<file path="src/rtl/mdu_pkg.sv">
// mdu_pkg: shared definitions for the sequential multiply/divide unit.
//   - mdu_op_e    : operation codes presented on mdu_seq.op
//   - mdu_state_e : FSM state encoding of mdu_seq
//   - is_signed_op: true for the ops that work on two's-complement operands
package mdu_pkg;

    typedef enum logic [3:0] {
        MDU_OP_NONE  = 4'd0,
        MDU_OP_MULT  = 4'd1,
        MDU_OP_MULTU = 4'd2,
        MDU_OP_DIV   = 4'd3,
        MDU_OP_DIVU  = 4'd4,
        MDU_OP_MTHI  = 4'd5,
        MDU_OP_MTLO  = 4'd6,
        MDU_OP_MADD  = 4'd7,
        MDU_OP_MADDU = 4'd8,
        MDU_OP_MSUB  = 4'd9,
        MDU_OP_MSUBU = 4'd10
    } mdu_op_e;

    typedef enum logic [1:0] {
        ST_IDLE = 2'd0,
        ST_MUL  = 2'd1,
        ST_DIV  = 2'd2,
        ST_FIX  = 2'd3
    } mdu_state_e;

    function automatic logic is_signed_op(input logic [3:0] op);
        return (op == MDU_OP_MULT) || (op == MDU_OP_DIV) ||
               (op == MDU_OP_MADD) || (op == MDU_OP_MSUB);
    endfunction

endpackage

</file>
<file path="src/rtl/mdu_div_core.sv">
// mdu_div_core: unsigned restoring divider, one quotient bit per clock.
//   clk        : clock
//   reset      : synchronous active-high reset
//   i_start    : load operands and begin dividing (ignored if i_abort)
//   i_abort    : stop any division in progress
//   i_dividend : unsigned dividend, latched on i_start
//   i_divisor  : unsigned divisor (non-zero), latched on i_start
//   o_quo      : quotient, valid once the final iteration has completed
//   o_rem      : remainder, valid once the final iteration has completed
//   o_done     : high in the cycle whose clock edge performs the last iteration
module mdu_div_core #(
    parameter int WIDTH = 32
) (
    input  logic             clk,
    input  logic             reset,
    input  logic             i_start,
    input  logic             i_abort,
    input  logic [WIDTH-1:0] i_dividend,
    input  logic [WIDTH-1:0] i_divisor,
    output logic [WIDTH-1:0] o_quo,
    output logic [WIDTH-1:0] o_rem,
    output logic             o_done
);

    localparam int CW = $clog2(WIDTH) + 1;

    logic             r_run;
    logic [CW-1:0]    r_cnt;
    logic [WIDTH-1:0] r_quo;
    logic [WIDTH-1:0] r_rem;
    logic [WIDTH-1:0] r_dvs;
    logic [WIDTH:0]   w_trial;

    // Shift the next dividend bit into the partial remainder and try to
    // subtract the divisor; a borrow (MSB set) means the trial failed.
    // The partial remainder is always below the divisor, so the shifted
    // value fits in WIDTH+1 bits and a successful result fits in WIDTH.
    assign w_trial = {r_rem, r_quo[WIDTH-1]} - {1'b0, r_dvs};
    assign o_done  = r_run && (r_cnt == CW'(WIDTH - 1));
    assign o_quo   = r_quo;
    assign o_rem   = r_rem;

    always_ff @(posedge clk) begin
        if (reset) begin
            r_run <= 1'b0;
            r_cnt <= '0;
            r_quo <= '0;
            r_rem <= '0;
            r_dvs <= '0;
        end else if (i_abort) begin
            r_run <= 1'b0;
        end else if (i_start) begin
            r_run <= 1'b1;
            r_cnt <= '0;
            r_quo <= i_dividend;
            r_rem <= '0;
            r_dvs <= i_divisor;
        end else if (r_run) begin
            if (!w_trial[WIDTH]) begin
                r_rem <= w_trial[WIDTH-1:0];
            end else begin
                r_rem <= {r_rem[WIDTH-2:0], r_quo[WIDTH-1]};
            end
            // Dividend bits leave at the top while quotient bits enter at the bottom.
            r_quo <= {r_quo[WIDTH-2:0], ~w_trial[WIDTH]};
            r_cnt <= r_cnt + 1'b1;
            if (o_done) begin
                r_run <= 1'b0;
            end
        end
    end

endmodule

</file>
<file path="src/rtl/mdu_seq.sv">
// mdu_seq: multi-cycle HI/LO multiply/divide unit for the execute stage.
// Iterative shift-add multiplier (MUL_STEP bits per cycle) and restoring
// divider (mdu_div_core), with sign fix-up and HI/LO commit in a FIX cycle.
//
// Build option: define MDU_ACCUM_EN to support MADD/MADDU/MSUB/MSUBU; when it
// is undefined those codes are ignored like any other unknown op.
//
// Ports:
//   clk   : clock
//   reset : synchronous active-high reset (clears HI/LO and all state)
//   start : operation request, sampled only while idle
//   op    : operation code (mdu_pkg::mdu_op_e)
//   srca  : rs operand
//   srcb  : rt operand
//   abort : cancel an in-flight op (no commit) or suppress a start
//   hi/lo : HI and LO registers
//   busy  : unit occupied; also high combinationally in the issue cycle of
//           a multi-cycle op so the controller can stall immediately
//   done  : one-cycle pulse in the cycle after HI/LO commit
module mdu_seq
    import mdu_pkg::*;
#(
    parameter int WIDTH    = 32,
    parameter int MUL_STEP = 4
) (
    input  logic             clk,
    input  logic             reset,
    input  logic             start,
    input  logic [3:0]       op,
    input  logic [WIDTH-1:0] srca,
    input  logic [WIDTH-1:0] srcb,
    input  logic             abort,
    output logic [WIDTH-1:0] hi,
    output logic [WIDTH-1:0] lo,
    output logic             busy,
    output logic             done
);

    localparam int STEPS = WIDTH / MUL_STEP;
    localparam int MCW   = $clog2(STEPS) + 1;

    generate
        if ((WIDTH % MUL_STEP) != 0) begin : g_bad_step
            $error("mdu_seq: WIDTH must be a multiple of MUL_STEP");
        end
        if ((WIDTH < 8) || ((WIDTH % 2) != 0)) begin : g_bad_width
            $error("mdu_seq: WIDTH must be even and at least 8");
        end
    endgenerate

    mdu_state_e         r_state;
    mdu_state_e         w_state_next;
    logic [3:0]         r_op;
    logic               r_neg_res;
    logic               r_neg_rem;
    logic [2*WIDTH-1:0] r_mcand;
    logic [WIDTH-1:0]   r_mplier;
    logic [2*WIDTH-1:0] r_acc;
    logic [MCW-1:0]     r_cnt;
    logic [WIDTH-1:0]   r_hi;
    logic [WIDTH-1:0]   r_lo;
    logic               r_done;

    logic               w_is_mul;
    logic               w_is_div;
    logic               w_is_long;
    logic               w_accept;
    logic               w_sa;
    logic               w_sb;
    logic [WIDTH-1:0]   w_mag_a;
    logic [WIDTH-1:0]   w_mag_b;
    logic [2*WIDTH-1:0] w_pp [MUL_STEP];
    logic [2*WIDTH-1:0] w_step_sum;
    logic [2*WIDTH-1:0] w_prod;
    logic [WIDTH-1:0]   w_div_quo;
    logic [WIDTH-1:0]   w_div_rem;
    logic               w_div_done;
    logic               w_div_start;
    logic [WIDTH-1:0]   w_quo_fix;
    logic [WIDTH-1:0]   w_rem_fix;
    logic [2*WIDTH-1:0] w_commit;

    // ---------------- issue decode ----------------
    always_comb begin
        w_is_mul = (op == MDU_OP_MULT) || (op == MDU_OP_MULTU);
`ifdef MDU_ACCUM_EN
        w_is_mul = w_is_mul || (op == MDU_OP_MADD) || (op == MDU_OP_MADDU) ||
                   (op == MDU_OP_MSUB) || (op == MDU_OP_MSUBU);
`endif
    end

    assign w_is_div    = (op == MDU_OP_DIV) || (op == MDU_OP_DIVU);
    // Division by zero is a silent no-op, so it never counts as long.
    assign w_is_long   = w_is_mul || (w_is_div && (srcb != '0));
    assign w_accept    = start && !abort && (r_state == ST_IDLE);
    assign w_div_start = w_accept && w_is_div && (srcb != '0);
    assign busy        = (r_state != ST_IDLE) || (start && w_is_long && !abort);

    // Both engines work on magnitudes; signs are reapplied in FIX.
    assign w_sa    = is_signed_op(op) && srca[WIDTH-1];
    assign w_sb    = is_signed_op(op) && srcb[WIDTH-1];
    assign w_mag_a = w_sa ? -srca : srca;
    assign w_mag_b = w_sb ? -srcb : srcb;

    // ---------------- multiplier step ----------------
    // r_mcand is pre-shifted each cycle, so partial product gi only needs a
    // further shift by gi within the current group of MUL_STEP bits.
    generate
        for (genvar gi = 0; gi < MUL_STEP; gi++) begin : g_pp
            assign w_pp[gi] = r_mplier[gi] ? (r_mcand << gi) : '0;
        end
    endgenerate

    always_comb begin
        w_step_sum = r_acc;
        for (int j = 0; j < MUL_STEP; j++) begin
            w_step_sum = w_step_sum + w_pp[j];
        end
    end

    // ---------------- divider ----------------
    mdu_div_core #(
        .WIDTH(WIDTH)
    ) u_div (
        .clk        (clk),
        .reset      (reset),
        .i_start    (w_div_start),
        .i_abort    (abort),
        .i_dividend (w_mag_a),
        .i_divisor  (w_mag_b),
        .o_quo      (w_div_quo),
        .o_rem      (w_div_rem),
        .o_done     (w_div_done)
    );

    // ---------------- sign fix-up and commit value ----------------
    // r_neg_res: product/quotient negative (operand signs differ).
    // r_neg_rem: remainder follows the dividend sign.
    assign w_prod    = r_neg_res ? -r_acc : r_acc;
    assign w_quo_fix = r_neg_res ? -w_div_quo : w_div_quo;
    assign w_rem_fix = r_neg_rem ? -w_div_rem : w_div_rem;

    always_comb begin
        w_commit = {r_hi, r_lo};
        case (r_op)
            MDU_OP_MULT, MDU_OP_MULTU: w_commit = w_prod;
            MDU_OP_DIV, MDU_OP_DIVU:   w_commit = {w_rem_fix, w_quo_fix};
`ifdef MDU_ACCUM_EN
            MDU_OP_MADD, MDU_OP_MADDU: w_commit = {r_hi, r_lo} + w_prod;
            MDU_OP_MSUB, MDU_OP_MSUBU: w_commit = {r_hi, r_lo} - w_prod;
`endif
            default:                   w_commit = {r_hi, r_lo};
        endcase
    end

    // ---------------- FSM next state ----------------
    always_comb begin
        w_state_next = r_state;
        case (r_state)
            ST_IDLE: begin
                if (w_accept && w_is_long) begin
                    w_state_next = w_is_mul ? ST_MUL : ST_DIV;
                end
            end
            ST_MUL: begin
                if (r_cnt == MCW'(STEPS - 1)) begin
                    w_state_next = ST_FIX;
                end
            end
            ST_DIV: begin
                if (w_div_done) begin
                    w_state_next = ST_FIX;
                end
            end
            ST_FIX:  w_state_next = ST_IDLE;
            default: w_state_next = ST_IDLE;
        endcase
        // Abort flushes any in-flight op, including the commit cycle.
        if (abort && (r_state != ST_IDLE)) begin
            w_state_next = ST_IDLE;
        end
    end

    // ---------------- state and datapath registers ----------------
    always_ff @(posedge clk) begin
        if (reset) begin
            r_state   <= ST_IDLE;
            r_op      <= '0;
            r_neg_res <= 1'b0;
            r_neg_rem <= 1'b0;
            r_mcand   <= '0;
            r_mplier  <= '0;
            r_acc     <= '0;
            r_cnt     <= '0;
            r_hi      <= '0;
            r_lo      <= '0;
            r_done    <= 1'b0;
        end else begin
            r_state <= w_state_next;
            r_done  <= (r_state == ST_FIX) && !abort;

            if (w_accept) begin
                if (op == MDU_OP_MTHI) begin
                    r_hi <= srca;
                end else if (op == MDU_OP_MTLO) begin
                    r_lo <= srca;
                end else if (w_is_long) begin
                    r_op      <= op;
                    r_neg_res <= w_sa ^ w_sb;
                    r_neg_rem <= w_sa;
                    r_mcand   <= {{WIDTH{1'b0}}, w_mag_a};
                    r_mplier  <= w_mag_b;
                    r_acc     <= '0;
                    r_cnt     <= '0;
                end
            end

            if ((r_state == ST_MUL) && !abort) begin
                r_acc    <= w_step_sum;
                r_mcand  <= r_mcand << MUL_STEP;
                r_mplier <= r_mplier >> MUL_STEP;
                r_cnt    <= r_cnt + 1'b1;
            end

            if ((r_state == ST_FIX) && !abort) begin
                {r_hi, r_lo} <= w_commit;
            end
        end
    end

    assign hi   = r_hi;
    assign lo   = r_lo;
    assign done = r_done;

endmodule

</file>
<file path="config.mk">
export PLATFORM = sky130hd
export DESIGN_NAME = mdu_seq
export DESIGN_NICKNAME = d
export VERILOG_FILES = /design/src/rtl/mdu_pkg.sv /design/src/rtl/mdu_div_core.sv /design/src/rtl/mdu_seq.sv
export SDC_FILE = /design/constraint.sdc
export NUM_CORES = 2
export LEC_CHECK = 0
export CAP_MARGIN = 25
export CORE_UTILIZATION = 54
export DETAILED_ROUTE_END_ITERATION = 10
export HOLD_SLACK_MARGIN = 0.15
export PLACE_DENSITY = 0.87
export SLEW_MARGIN = 15
export SYNTH_ARGS = -nofsm -noshare
export SYNTH_HDL_FRONTEND = slang
export SYNTH_SLANG_ARGS = --single-unit
</file>
<file path="constraint.sdc">
create_clock -name clk -period 5 [get_ports clk]
set_input_delay 1 -clock clk [delete_from_list [all_inputs] [get_ports clk]]
set_output_delay 1 -clock clk [all_outputs]
set_load 0.005 [all_outputs]
</file>
# After elaboration in Yosys (flattened, before gate mapping)

Index checks and enable logic that the tools add are counted.

Register bits: 340
Input port bits: 72
Output and inout bits: 66
Logic and storage cells: 154

Add/subtract/negate cells: 12
Equal/unequal tests: 24
Multiplexer cells: 52
Bitwise operators: 5
Reduce and logical (&&, ||, !) cells: 43

Operators by type and width:

| cell                | number |
|---|---|
| $mux 64             | 15 |
| $mux 32             | 16 |
| $add 64x64->64      | 4 |
| $mux 28             | 5 |
| $neg 32->32         | 4 |
| $pmux 64 s2         | 1 |
| $neg 64->64         | 1 |
| $sub 33x32->33      | 1 |
| $reduce_bool 32->1  | 1 |
| $eq 4x3->1 const B  | 6 |
| $mux 4              | 5 |
| $eq 4x2->1 const B  | 4 |
| $logic_and 1x1->1   | 14 |
| $reduce_bool 2->1   | 7 |
| $mux 6              | 2 |
| $reduce_and 4->1    | 3 |
| $ne 2x1->1 const B  | 5 |
| $reduce_or 2->1     | 5 |
| $eq 4x1->1 const B  | 2 |
| $mux 2              | 4 |
| $pmux 2 s4          | 1 |
| $logic_or 1x1->1    | 7 |
| $add 6x1->6 const B | 1 |
| $eq 6x5->1 const B  | 1 |
| other kinds (13)    | 21 |

# Depth between registers and ports, before layout

Depth in word-level cells: 11
Depth in mapped cells: 22
Mapped depth without buffers: 20

# Cells and area by module

From an unflattened synthesis, not the netlist that was laid out.

Cells, all modules: 3919
Area total of the unflattened synthesis: 29786.1 um^2

By module, submodules not included:

| module       | times used | cells each | area each (um^2) |
|---|---|---|---|
| mdu_seq      | 1          | 3161       | 23772.8 |
| mdu_div_core | 1          | 758        | 6013.3 |

# Worst setup path before layout

OpenSTA, ideal clock, no wires.

Path type: reg-to-reg
From: reg r_mplier[3]
To: reg r_acc[61]
Setup time: 0.128 ns
Data arrival time: 5.016 ns
Required time: 4.872 ns
Path slack: -0.144 ns
Stages on the path, launching flop included: 23
Buffers on the path: 2
Period minus slack after synthesis: 5.144 ns
Cell sequence: dfxtp_1 > clkbuf_1 > clkbuf_1 > nand2_1 > fa_1 > inv_1 > fa_1 > inv_1 > fa_1 > inv_1 > ha_1 > inv_1 > fa_1 > nor2b_1 > o31a_1 > o311ai_0 > o211ai_1 > a311oi_1 > nor3_1 > nor3_1 > o311ai_0 > xnor2_1 > o21ai_0

Longest elaborated chain between the ends: 3

Ends and longest elaborated chain:

| what                   | line           | source |
|---|---|---|
| start, declared        | mdu_seq.sv:57  | `logic [WIDTH-1:0] r_mplier;` |
| start signal, assigned | mdu_seq.sv:212 | `r_mplier <= w_mag_b;` |
| start signal, assigned | mdu_seq.sv:221 | `r_mplier <= r_mplier >> MUL_STEP;` |
| $mux 64                | mdu_seq.sv:110 | `assign w_pp[gi] = r_mplier[gi] ? (r_mcand << gi) : '0;` |
| $add 64x64->64         | mdu_seq.sv:117 | `w_step_sum = w_step_sum + w_pp[j];` |
| $mux 64                | mdu_seq.sv:218 | `if ((r_state == ST_MUL) && !abort) begin` |
| end signal, assigned   | mdu_seq.sv:219 | `r_acc <= w_step_sum;` |
| end, declared          | mdu_seq.sv:58  | `logic [2*WIDTH-1:0] r_acc;` |

Every way passes these cells.
A chain may end at the register's enable or synchronous reset.

# Worst setup path in the final report

From: reg r_mplier[2]
To: reg r_acc[52]

Longest elaborated chain between the ends: 4

Ends and longest elaborated chain:

| what                         | line |
|---|---|
| $mux 64                      | mdu_seq.sv:110 |
| $add 64x64->64 (2 in series) | mdu_seq.sv:117 |
| $mux 64                      | mdu_seq.sv:218 |

Every way passes these cells.

==> results.md <==
* Status: complete, but fails checks
* Failing checks: negative setup slack
* CP Capture Type: flip-flop
* Final hold violation count at 0
* Final worst-path cycle share at 105.4%
* Syn Nets at 4300
* DRC at 0
* Antenna Nets Post-Route at 0
* Synth area leaders: dfxtp_1 (23%), fa_1 (13%), nand2_1 (7.1%), inv_1 (6.2%), a21oi_1 (5.1%)
* Asr flop ratio synth at 0%
* GRT overflow at 0
* Worst setup SP type: flip-flop
* Total Die Area at ~55000 µm²
* N_diodes at 0
* H-tree depth at 2
* Vias in the first global route at around 28k
* # clock sinks at 340
* Placed insts at roughly 4.7k
* Drt total wl at slightly above 100000 µm
* Core ar. at roughly 54000 µm²
* Clk buf depth at 3
* HP Class: flip-flop to flip-flop
* Static leakage at ~0.014 µW
* Setup tns final at -3.588 ns
* EDFF count, synth at 0
* DR iter-0 viols at 4445
* Nets at 4470
* Slowest stage delay, CP at between 0.6 and 0.7 ns
* Slew @ Worst Pin at around 1.1 ns
* RSZ-0062 raised after global routing: true
* Vias per cell at between 6 and 7
* PwrDens at ~200 nW/µm²
* Min cycle time layout at 5.269 ns
* Clk root buf: clkbuf_16
* Final Non-Filler Cells at between 4k and 5k
* VDD IR-drop max at around 0.00023 V
* Delay-heaviest family, CP: adder cells
* Syn Std Cell Area at between 20000 and 30000 µm²
* Max-slew violations at 0
* Post-CTS Hold Fix Bufs at 0
* Buf/Inv on CP at 7
* Drt pass-1 iters at 10
* Wire length per cell at between 20 and 25 µm
* Mean Syn Cell Area at between 7 and 8 µm²
* GR Util All Layers at between 30 and 40%
* Row count at 85
* #FFs+latches synth at 340
* Clock latency at the later pin of the worst-skew pair at roughly 0.6 ns
* Leading area contributor after synthesis: dfxtp_1
* CTS clock-pin slew for the worst setup and hold paths at 0.06 ns
* Crit-path slowest cell: fa_1
* Kind of critical path: flip-flop to flip-flop
* Rel. slew slack at roughly a quarter
* Synth-to-layout area growth at 18.85%
* Distinct cells, synth at a little under 80
* Synth Instances at slightly below 4k
* Clock skew at between 0.02 and 0.03 ns
* Post-synth top area share at 23.14%
* Die Height at between 200 and 250 µm
* Via count at just over 30k
* Final Hold Slack at 0.4573 ns
* Max cap viols at 0
* IO Pins at between 100 and 150
* Buffers on Ports at roughly 140
* Cts bufs inserted at 40
* DP Worst Slack at -0.4203 ns
* Post-synth top flop: dfxtp_1
* First-pass GRT wire length at 155100 µm
* CP Cell Sequence: buf_12, buf_4, nand2_2, fa_1, inv_1, fa_1, inv_1, fa_1, inv_1, ha_4, buf_4, nand4_1, nor2_1, a221oi_2, o21a_1, a311o_1, a31oi_4, a31o_4, buf_4, xnor2_1, o21ai_0
* Post-DP HPWL at about 73000 µm
* Initial antenna violation count at 0
* Ys Warns at 0
* WP data arrival at roughly 5.7 ns
* Largest net degree at the start of global routing at 126
* Crit-path max FO at 8
* Post-route setup slack at -0.2689 ns
* WP data required at roughly 5.4 ns
* Sequential fraction of the synthesis area at a little under a quarter
* Layout cells sized above 1 at a little under an eighth
* Die W at 235.4 µm
* Achievable Freq at around 190 MHz
* GP Congestion at roughly 1.0
* CTS tree: built
* Setup Viol. Count Final at 26
* Initial Util at between 50% and 60%
logic make-up after synthesis:
family / after synthesis / synth area share [%]
AO/OA/AOI/OAI: 960 / 21.32
AND/OR/NAND/NOR: 1377 / 21.59
buffers and inverters: 726 / 9.328
adder cells (fa/ha/maj): 291 / 17.10
multiplexers: 10 / 0.5955
flip-flops: 340 / 23.14
XOR/XNOR: 233 / 6.937
routing by layer:
layer / GRT usage, % / vias to the layer above / part of all wire, %
li1: - / 13750 / -
met1: 46.03 / 14560 / 37
met2: 54.64 / 2215 / 44
met3: 7.810 / 434 / 14
met4: 13.65 / 0 / 5.2
met5: 0 / - / 0
layout by cell type (no fill, tap or decap), types with 12 or more instances in the layout:
cell type        Yosys  layout
a222oi_1            20      20
or4_1               20      20
a21oi_1            298     277
and2_1              82      81
o211ai_1            33      33
dfxtp_1            340     335
xnor2_1            158     155
inv_2                0      12
xor2_1              75      73
nor3_1              92      84
nor2_1             269     262
o21ai_0            156     136
ha_1               106      78
or2_2               15      15
o31ai_1             42      39
clkdlybuf4s50_1      0     136
clkbuf_16            0      44
inv_1              489     477
o21a_1              21      21
ha_4                 0      24
nand4_1             33      33
a22oi_1             63      62
a31oi_1             44      39
a211oi_1            73      67
o41ai_1             20      17
a21o_1              43      41
nor4_1              22      21
o21ai_1              1      15
a221oi_1            26      24
and3_1              16      16
a311oi_1            18      16
fa_1               185     184
nand2b_1            25      23
o21bai_1            16      15
buf_4                0     209
a21oi_2              0      17
nand3_1            173     170
or3_1               20      20
nand2_1            559     550
state kept, by name (all words and copies together), names as in the netlist:
signal,count
done,1
hi,32
lo,32
r_acc,64
r_cnt,4
r_mcand,64
r_mplier,32
r_neg_rem,1
r_neg_res,1
r_op,4
r_state,2
u_div.o_quo,32
u_div.o_rem,32
u_div.r_cnt,6
u_div.r_dvs,32
u_div.r_run,1
cell usage after synthesis (all sizes together) (26+ instances only):
master,count
nand2,559
inv,489
dfxtp,340
a21oi,298
nor2,270
clkbuf,212
fa,185
nand3,173
xnor2,158
o21ai,157
ha,106
nor3,92
and2,82
xor2,75
a211oi,73
a22oi,63
a31oi,45
a21o,43
o31ai,43
nand4,33
o211ai,33
a221oi,26
worst reg2reg max path, cell delays in order, from the launching register on:
cell and delay (ns):
dfxtp_4 0.45, buf_12 0.16, buf_4 0.16, nand2_2 0.07, fa_1 0.51, inv_1 0.12
fa_1 0.69, inv_1 0.12, fa_1 0.57, inv_1 0.08, ha_4 0.30, buf_4 0.14
nand4_1 0.13, nor2_1 0.18, a221oi_2 0.08, o21a_1 0.20, a311o_1 0.36, a31oi_4 0.23
a31o_4 0.22, buf_4 0.11, xnor2_1 0.13, o21ai_0 0.10
stage by stage:
stage          area [µm²]  total power [µW]  utilization [%]
6_report            34960              7136            64.97
2_1_floorplan       29420              3646                -
5_1_grt             34960              7326            64.97
3_3_place_gp        32420              4106            60.24
3_5_place_dp        32420              4120            60.24
4_1_cts             34040              7064            63.26
cell type report:
class,count,area [µm²]
clock buffers,54,1084
flip-flops and latches,340,6818
repair buffers,365,3321
multi-input cells,2871,20820
clock inverters,19,219.0
well taps,696,870.8
fillers,4186,18850
inverters,489,1836
final timing paths:
kind / from / endpoint / slack [ns] / cells past startpoint
worst min-delay path: r_mplier[4]$_SDFFE_PP0P_ / r_mplier[4]$_SDFFE_PP0P_ / 0.46 / 2
worst min register to register: r_mplier[4]$_SDFFE_PP0P_ / r_mplier[4]$_SDFFE_PP0P_ / 0.46 / 2
worst max-delay path: r_mplier[2]$_SDFFE_PP0P_ / r_acc[52]$_SDFFE_PP0P_ / -0.27 / 21
worst max register to register: r_mplier[2]$_SDFFE_PP0P_ / r_acc[52]$_SDFFE_PP0P_ / -0.27 / 21
power by group:
part / switching, µW / leakage [µW] / total [µW] / internal, µW
Combinational: 852 / 0.0109 / 1320 / 464
Sequential: 62.2 / 0.00274 / 2830 / 2770
Clock: 1330 / 0.000635 / 2990 / 1660
Total: 2240 / 0.0143 / 7140 / 4890
timing repair:
item	in CTS	in global routing
pin swaps	15	77
cloned	1	4
buffers inserted	4	22
endpoints found under the setup margin	19	28
resized for setup	46	138
endpoints found under the hold margin	0	0
Power figures use the tool's default switching activity.
